### src/rtl/alu_mc_if.sv
// alu_mc request/result bundle.
// Operands in through valid/ready, result and condition codes out.
interface alu_mc_if #(
  parameter int WIDTH = 64
);
  logic             in_valid;
  logic             in_ready;
  logic [2:0]       aluFun;
  logic             setCC;
  logic [WIDTH-1:0] aluA;
  logic [WIDTH-1:0] aluB;
  logic             out_valid;
  logic             out_ready;
  logic [WIDTH-1:0] valE;
  logic             ZF;
  logic             SF;
  logic             OF;

  modport master (
    output in_valid, aluFun, setCC, aluA, aluB, out_ready,
    input  in_ready, out_valid, valE, ZF, SF, OF
  );

  modport slave (
    input  in_valid, aluFun, setCC, aluA, aluB, out_ready,
    output in_ready, out_valid, valE, ZF, SF, OF
  );
endinterface

### src/rtl/alu_mc.sv
// Multi-cycle Y86-64 execute ALU: single-cycle logic/arith/shift ops,
// iterative shift-add multiply, registered ZF/SF/OF.
module alu_mc #(
  parameter int WIDTH = 64
) (
  input logic   clk,
  input logic   rst_n,
  alu_mc_if.slave bus
);
  localparam int SHW = $clog2(WIDTH);
  localparam logic [2:0] F_ADD = 3'b000;
  localparam logic [2:0] F_SUB = 3'b001;
  localparam logic [2:0] F_AND = 3'b010;
  localparam logic [2:0] F_XOR = 3'b011;
  localparam logic [2:0] F_MUL = 3'b100;
  localparam logic [2:0] F_SHL = 3'b101;
  localparam logic [2:0] F_SHR = 3'b110;
  localparam logic [2:0] F_SAR = 3'b111;

  typedef enum logic [1:0] {
    S_IDLE,
    S_MUL,
    S_DONE
  } state_t;

  state_t           r_state;
  logic             r_in_ready;
  logic             r_out_valid;
  logic [WIDTH-1:0] r_vale;
  logic             r_zf;
  logic             r_sf;
  logic             r_of;
  logic             r_setcc;
  logic [WIDTH-1:0] r_a;
  logic [WIDTH-1:0] r_b;
  logic [WIDTH-1:0] r_acc;
  logic [SHW:0]     r_cnt;

  logic [SHW-1:0]   w_sh;
  logic [WIDTH-1:0] w_res;
  logic             w_of;
  logic [WIDTH-1:0] w_step;
  logic             w_am;
  logic             w_bm;
  logic             w_rm;

  assign bus.in_ready  = r_in_ready;
  assign bus.out_valid = r_out_valid;
  assign bus.valE      = r_vale;
  assign bus.ZF        = r_zf;
  assign bus.SF        = r_sf;
  assign bus.OF        = r_of;

  assign w_sh   = bus.aluA[SHW-1:0];
  assign w_step = r_acc + (r_a[0] ? r_b : '0);
  assign w_am   = bus.aluA[WIDTH-1];
  assign w_bm   = bus.aluB[WIDTH-1];
  assign w_rm   = w_res[WIDTH-1];

  // Single-cycle result and overflow from the live request operands.
  always_comb begin
    w_res = '0;
    w_of  = 1'b0;
    unique case (bus.aluFun)
      F_ADD: begin
        w_res = bus.aluB + bus.aluA;
        w_of  = (w_am == w_bm) && (w_rm != w_am);
      end
      F_SUB: begin
        w_res = bus.aluB - bus.aluA;
        w_of  = (w_am != w_bm) && (w_rm != w_bm);
      end
      F_AND: w_res = bus.aluB & bus.aluA;
      F_XOR: w_res = bus.aluB ^ bus.aluA;
      F_MUL: w_res = '0;
      F_SHL: w_res = bus.aluB << w_sh;
      F_SHR: w_res = bus.aluB >> w_sh;
      F_SAR: w_res = $unsigned($signed(bus.aluB) >>> w_sh);
      default: w_res = '0;
    endcase
  end

  // Control FSM, multiply datapath and registered outputs.
  always_ff @(posedge clk or negedge rst_n) begin
    if (!rst_n) begin
      r_state     <= S_IDLE;
      r_in_ready  <= 1'b1;
      r_out_valid <= 1'b0;
      r_vale      <= '0;
      r_zf        <= 1'b1;
      r_sf        <= 1'b0;
      r_of        <= 1'b0;
      r_setcc     <= 1'b0;
      r_a         <= '0;
      r_b         <= '0;
      r_acc       <= '0;
      r_cnt       <= '0;
    end else begin
      unique case (r_state)
        S_IDLE: begin
          if (bus.in_valid) begin
            r_setcc    <= bus.setCC;
            r_a        <= bus.aluA;
            r_b        <= bus.aluB;
            r_in_ready <= 1'b0;
            if (bus.aluFun == F_MUL) begin
              r_acc   <= '0;
              r_cnt   <= (SHW+1)'(WIDTH);
              r_state <= S_MUL;
            end else begin
              r_vale      <= w_res;
              r_out_valid <= 1'b1;
              r_state     <= S_DONE;
              if (bus.setCC) begin
                r_zf <= (w_res == '0);
                r_sf <= w_rm;
                r_of <= w_of;
              end
            end
          end
        end
        S_MUL: begin
          r_acc <= w_step;
          r_b   <= r_b << 1;
          r_a   <= r_a >> 1;
          r_cnt <= r_cnt - 1'b1;
          if (r_cnt == (SHW+1)'(1)) begin
            r_vale      <= w_step;
            r_out_valid <= 1'b1;
            r_state     <= S_DONE;
            if (r_setcc) begin
              r_zf <= (w_step == '0);
              r_sf <= w_step[WIDTH-1];
              r_of <= 1'b0;
            end
          end
        end
        S_DONE: begin
          if (bus.out_ready) begin
            r_out_valid <= 1'b0;
            r_in_ready  <= 1'b1;
            r_state     <= S_IDLE;
          end
        end
        default: begin
          r_out_valid <= 1'b0;
          r_in_ready  <= 1'b1;
          r_state     <= S_IDLE;
        end
      endcase
    end
  end
endmodule
### src/flat_wrapper.sv
// flat-port wrapper written by rule: the top's interface ports become plain ports
module alu_mc_flat 
#(
  parameter int WIDTH = 64
)
  (clk, rst_n, bus_in_valid, bus_aluFun, bus_setCC, bus_aluA, bus_aluB, bus_out_ready, bus_in_ready, bus_out_valid, bus_valE, bus_ZF, bus_SF, bus_OF);
  alu_mc_if #(.WIDTH(WIDTH)) bus_i ();
  input logic clk;
  input logic rst_n;
  input wire logic [$bits(bus_i.in_valid)-1:0] bus_in_valid;
  input wire logic [$bits(bus_i.aluFun)-1:0] bus_aluFun;
  input wire logic [$bits(bus_i.setCC)-1:0] bus_setCC;
  input wire logic [$bits(bus_i.aluA)-1:0] bus_aluA;
  input wire logic [$bits(bus_i.aluB)-1:0] bus_aluB;
  input wire logic [$bits(bus_i.out_ready)-1:0] bus_out_ready;
  output wire logic [$bits(bus_i.in_ready)-1:0] bus_in_ready;
  output wire logic [$bits(bus_i.out_valid)-1:0] bus_out_valid;
  output wire logic [$bits(bus_i.valE)-1:0] bus_valE;
  output wire logic [$bits(bus_i.ZF)-1:0] bus_ZF;
  output wire logic [$bits(bus_i.SF)-1:0] bus_SF;
  output wire logic [$bits(bus_i.OF)-1:0] bus_OF;
  assign bus_i.in_valid = bus_in_valid;
  assign bus_i.aluFun = bus_aluFun;
  assign bus_i.setCC = bus_setCC;
  assign bus_i.aluA = bus_aluA;
  assign bus_i.aluB = bus_aluB;
  assign bus_i.out_ready = bus_out_ready;
  assign bus_in_ready = bus_i.in_ready;
  assign bus_out_valid = bus_i.out_valid;
  assign bus_valE = bus_i.valE;
  assign bus_ZF = bus_i.ZF;
  assign bus_SF = bus_i.SF;
  assign bus_OF = bus_i.OF;
  alu_mc #(.WIDTH(WIDTH)) u_core (.clk(clk), .rst_n(rst_n), .bus(bus_i));
endmodule
### config.mk
export PLATFORM = sky130hd
export DESIGN_NAME = alu_mc_flat
export DESIGN_NICKNAME = d
export VERILOG_FILES = /design/src/rtl/alu_mc_if.sv /design/src/rtl/alu_mc.sv /design/src/flat_wrapper.sv
export SDC_FILE = /design/constraint.sdc
export NUM_CORES = 2
export LEC_CHECK = 0
export CAP_MARGIN = 20
export CELL_PAD_IN_SITES_DETAIL_PLACEMENT = 1
export CELL_PAD_IN_SITES_GLOBAL_PLACEMENT = 1
export CORE_AREA = 2 2 239 288
export CTS_BUF_LIST = sky130_fd_sc_hd__clkbuf_8
export DETAILED_ROUTE_END_ITERATION = 10
export DIE_AREA = 0 0 241 290
export PLACE_DENSITY = 0.91
export REMOVE_ABC_BUFFERS = 1
export SLEW_MARGIN = 0
export SYNTH_ARGS = -nofsm -noshare
export SYNTH_HDL_FRONTEND = slang
export SYNTH_SLANG_ARGS = --single-unit
### constraint.sdc
create_clock -name clk -period 6.49 [get_ports clk]
set_input_delay 1.298 -clock clk [delete_from_list [all_inputs] [get_ports clk]]
set_output_delay 1.298 -clock clk [all_outputs]
set_load 0.01 [all_outputs]
==> summary.txt, run 1 <==
Status
  • Status: did not finish
  • Last stage reached: global routing (5_1_grt)
  • Stop Error: [ERROR GRT-0116] Global routing finished with congestion. Check the congestion regions in the DRC Viewer.

Synth
  • Number of synthesized flops with an enable pin: 0
  • Netlist Area Pre-Place: 34,020 µm²
  • Synth Instances: roughly 4,200
  • Library cells used by synthesis: 89
  • Sequential share of the synthesized area: roughly a fifth
  • Ys flop type: dfrtp_1
  • Async SR Flop Fraction: between 90% and 100%
  • Syn Area/Cell: about 8.0 µm²
  • Seq cells post-synth: between 200 and 300
  • Yosys warns: 0

Placement
  • Hpwl dp: around 150 mm
  • Routability cong.: between 1 and 1.5
  • Place WS: -1.785 ns
  • Port bufs: 204

Global route
  • Global-route usage over all layers: about nine tenths
  • Largest net degree at the start of global routing: approximately 250
  • Global route total overflow: 1,696
  • Vias in the first global route: between 60,000 and 70,000
  • First-pass GRT wire length: roughly 470 mm

Clocking
  • Sinks on Clock Net: between 200 and 300
  • # H-tree levels: 2
  • CTS Buf Count: roughly 50
  • CTS Root Cell: clkbuf_8
  • Cts hold-fix bufs: 0
  • Maximum root-to-sink buffer count: 3

Floorplan
  • Site Rows: between 100 and 150
  • I/O Pins: ~210
  • Die height: about 290 µm
  • Die width: approximately 240 µm
  • Starting density of the core: approximately half
[Yosys cell counts (all sizes together) (16+ instances only)]
cell / number / area (µm²)
o22ai: 50 / 312.8
nand3: 69 / 345.3
o31ai: 36 / 270.3
or3: 25 / 156.4
a21boi: 20 / 150.1
nand2b: 33 / 206.5
nor3: 74 / 370.4
o21bai: 38 / 285.3
nor4: 30 / 193.9
a21o: 93 / 698.2
buf: 81 / 370.4
xor2: 79 / 691.9
nand2: 555 / 2083
o21ai: 353 / 1767
a221o: 19 / 190.2
o21a: 35 / 262.8
nor2b: 22 / 137.6
and2: 99 / 619.4
o221ai: 18 / 157.7
mux2: 121 / 1363
a211o: 16 / 140.1
nor2: 275 / 1032
mux2i: 271 / 2713
and3: 34 / 212.7
a21oi: 291 / 1456
mux4: 111 / 2500
o2111ai: 17 / 148.9
a22oi: 27 / 202.7
or2: 36 / 225.2
o211ai: 45 / 337.8
inv: 65 / 244.0
a22o: 24 / 210.2
ha: 194 / 2427
a211oi: 64 / 480.5
xnor2: 81 / 709.4
a221oi: 36 / 321.6
clkbuf: 253 / 949.7
nand4: 62 / 387.9
dfrtp: 269 / 6731
a31oi: 34 / 212.7
[cells by family after synthesis]
family,after synthesis,synth area share [%]
simple gates,1376,19.08
compound gates,1340,25.67
mux,503,19.33
buf+inv,400,4.608
flops,271,19.94
fa+ha+maj,196,7.253
xor+xnor,160,4.119
[routing by layer]
layer,GRT usage [%],GRT overflow
met5,65.68,12
met4,90.17,525
met3,82.78,196
met2,98.46,816
met1,87.87,147
[per-stage QoR]
step	hold slack [ns]	std cells	cell area, µm²	TNS, ns
3_5_place_dp	0.4616	5696	41120	-25.16
3_3_place_gp	0.4590	5696	41120	-11.91
2_1_floorplan	0.4496	3912	32700	-810.57
4_1_cts	0.4748	5788	42670	-0.01959
[what timing repair did]
action,in CTS
gates resized for setup,92
buffers inserted,8
setup endpoints to repair,29
pin swaps,29
endpoints found under the hold margin,0
==> run 2: changes to the inputs <==
- CELL_PAD_IN_SITES_DETAIL_PLACEMENT: 1 -> not set
- CELL_PAD_IN_SITES_GLOBAL_PLACEMENT: 1 -> not set
- CORE_AREA: 2 2 239 288 -> 2 2 295 297
- CTS_BUF_LIST: sky130_fd_sc_hd__clkbuf_8 -> not set
- DIE_AREA: 0 0 241 290 -> 0 0 297 299
- PLACE_DENSITY: 0.91 -> not set
- PLACE_DENSITY_LB_ADDON: not set -> 0.15
==> summary.txt, run 2 <==
Status
  • Status: complete, no violations

Placement
  • Placed Cells: 6,217 (+9.1%)
  • Place WS: -1.197 ns (+0.5881 ns)
  • Routability cong.: 1.102 (-19%)
  • Port bufs: 204 (unchanged)
  • Hpwl dp: 152.9 mm (-1.3%)

Critical path
  • R2R setup slack: roughly 0.9 ns
  • Worst EP required: between 7 and 8 ns
  • Worst-path maximum fanout: 4
  • Critical path class: primary input to flop
  • Endpoint class of the critical path: flop
  • Worst EP arrival: slightly below 7 ns
  • Crit path from: bus_aluA[13]
  • Beginning of the worst register-to-register path: u_core.r_a[0]
  • RR Endpoint: u_core.bus.ZF
  • Type of origin of the critical path: primary input
  • Depth of the most critical reg-to-reg path: 17

Clocking
  • Cts hold-fix bufs: 0 (unchanged)
  • # H-tree levels: 2 (unchanged)
  • Maximum root-to-sink buffer count: 3 (unchanged)
  • Sinks on Clock Net: 271 (unchanged)
  • CTS tree: done
  • CTS Buf Count: 37 (-24%)
  • CTS Root Cell: clkbuf_16
  • CTS clock-pin slew for the worst setup and hold paths: about 0.06 ns
  • Clock Latency Late Sink: about 0.65 ns

Drt
  • Vias: slightly below 40,000
  • Top sig layer: met5
  • WL met2: between 80 and 90 mm
  • # DRC: 0
  • 1st-iter DRT viols: 4,907
  • WL met3: between 15 and 20 mm
  • Met1 WL: approximately 79 mm
  • Total routed wirelength: approximately 190 mm
  • Antenna-violating nets left: 0
  • Routed vias/inst: roughly 6.3
  • TritonRoute pass-1 iters: 9
  • Average wire per standard cell: just over 30 µm

Hold path
  • Min-delay src: u_core.bus.valE[22]
  • WHS Endpoint: u_core.bus.valE[22]
  • Worst hold-check path type: flop to flop
  • WHS Path Cells: 2

Synth
  • Yosys top cell area share: 19.79% (unchanged)
  • Synth area leaders: dfrtp_1 20%, mux2i_1 8.0%, mux4_2 7.3%, ha_1 7.1%, nand2_1 6.1%
  • Async SR Flop Fraction: 100.0% (unchanged)
  • Synth Instances: 4,246 (unchanged)
  • Yosys warns: 0 (unchanged)
  • Netlist Area Pre-Place: 34,020 µm² (unchanged)
  • Dominant cell type by area after synthesis: dfrtp_1
  • Number of synthesized flops with an enable pin: 0 (unchanged)
  • Sequential share of the synthesized area: 19.94% (unchanged)
  • Syn Area/Cell: 8.012 µm² (unchanged)
  • Ys flop type: dfrtp_1
  • Library cells used by synthesis: 89 (unchanged)
  • Most common cell in the netlist: nand2_1
  • Synth top cells by count: 555 x nand2_1, 350 x o21ai_0, 291 x a21oi_1, 275 x nor2_1, 271 x mux2i_1
  • Seq cells post-synth: 271 (unchanged)

STA
  • Setup TNS: 0 ns
  • Final WS setup: around 0.35 ns
  • Slew @ Worst Pin: roughly 1.3 ns
  • RSZ-0062 raised after global routing: no
  • Fin crit share: a little over nine tenths
  • F_max: between 150 and 200 MHz
  • Fin. max-slew vios: 0
  • Final hold vios: 0
  • Clk_skew: about 0.072 ns
  • Max_slew headroom: between 10% and 20%
  • Min cycle time layout: just over 6 ns
  • Final setup vio count: 0

Global route
  • Global-route usage over all layers: between 40% and 50%
  • Largest net degree at the start of global routing: between 150 and 200
  • Global route total overflow: 0
  • First-pass GRT wire length: about 270 mm
  • Vias in the first global route: 38,210
  • Initial antenna violation count: 9

Pwr
  • Sequential power share: between 20% and 30%
  • Clock share of power: about a fifth
  • Maximum vdd drop: about 290 µV
  • Net Sw Frac: between 40 and 50%
  • Tot Pwr: around 0.012 W
  • NetSw: around 0.0052 W
  • Gate power share: between 50% and 60%
  • Pwr Density: 257.7 nW/µm²
  • Internal power: approximately 0.0065 W
  • Pleak: between 20 and 25 nW

Finish
  • Most frequent cells in the layout: 932 x buf_4, 552 x nand2_1, 340 x o21ai_0, 283 x a21oi_1
  • Layout cells sized above 1: between 20% and 30%
  • Final std cells w/o fill: 6,296
  • Fin nets: ~5,400
  • P&R area growth vs syn: 33.57%
  • Commonest non-fill, non-tap cell in the layout: buf_4

Floorplan
  • Starting density of the core: 39.58% (-11 points)
  • I/O Pins: 205 (unchanged)
  • Core Area: 85,940 µm²
  • Site Rows: 108 (+3.8%)
  • Die ar.: just under 90,000 µm²
  • Die height: 299 µm (+3.1%)
  • Die width: 297 µm (+23%)

Flow run
  • Max Cap Violations: 0
run 2: cell counts after synthesis:
Identical to the previous run, type by type.
run 2: timing repair:
item                       CTS  global route
pin swaps                    3            50
hold endpoints to repair     0             0
setup endpoints to repair   14            19
resized for setup           17           100
setup buffers                1             9
run 2: how the worst max path moves through the flow:
stage                          to  slack, ns  depth (start not counted)
6_report            u_core.bus.ZF       0.35                         26
5_1_grt             u_core.bus.ZF       0.13                         26
4_1_cts             u_core.bus.ZF       0.01                         25
3_5_place_dp        u_core.bus.ZF      -1.20                         28
3_3_place_gp        u_core.bus.ZF      -1.64                         27
2_1_floorplan  u_core.bus.valE[0]      -5.29                          3
run 2: logic make-up after synthesis:
family	share of synthesized area, %
flip-flops	19.94
multiplexers	19.33
adder cells (fa/ha/maj)	7.253
AND/OR/NAND/NOR	19.08
XOR/XNOR	4.119
buffers and inverters	4.608
AO/OA/AOI/OAI	25.67
run 2: per-layer routing:
layer	vias up	GRT usage, %
li1	17720	-
met1	19400	55.55
met2	2083	62.31
met3	511	10.24
met4	6	21.37
met5	-	0
run 2: through the flow:
stage                     instance area [µm²]  util, %  hold WS, ns
after floorplan                         32700        -       0.4496
after global placement                  43580    50.71       0.4612
after detailed placement                43580    50.71       0.4660
after CTS                               44940    52.29       0.4821
after global routing                    45430    52.86       0.4927
final                                   45440    52.87       0.4750
run 2: worst max-delay path, stage by stage:
cell and delay (ns):
dlymetal6s2s_1 0.13, or4_4 0.56, nor4_4 0.23, buf_4 0.15, buf_4 0.10, nor3b_2 0.14, buf_4 0.18, nand2_4 0.09
o41ai_4 0.32, xor2_1 0.12, ha_1 0.32, buf_6 0.12, nand4_1 0.12, or2_4 0.28, or2_2 0.28, a21boi_2 0.18
a31o_2 0.32, a211o_1 0.32, mux2i_4 0.23, a2111oi_4 0.31, buf_4 0.17, nand2b_1 0.07, nor3_2 0.16, and4bb_2 0.29
nand4_1 0.10, o21ai_1 0.14
run 2: area by class of cell:
cell class	count	area, µm²
fillers	8449	40500
multi-input cells	3575	26220
repair buffers	1159	9462
flip-flops and latches	271	6784
well taps	1155	1445
clock buffers	54	1071
inverters	66	250.2
clock inverters	12	193.9
diodes	4	10.01
run 2: power groups by stage:
stage	logic, W	registers (W)	clock network, W
2_1_floorplan	0.00331	0.00282	0
3_3_place_gp	0.00640	0.00282	0
3_5_place_dp	0.00642	0.00284	0
4_1_cts	0.00646	0.00282	0.00226
5_1_grt	0.00710	0.00291	0.00230
6_report	0.00667	0.00283	0.00221
Power figures use the tool's default switching activity.
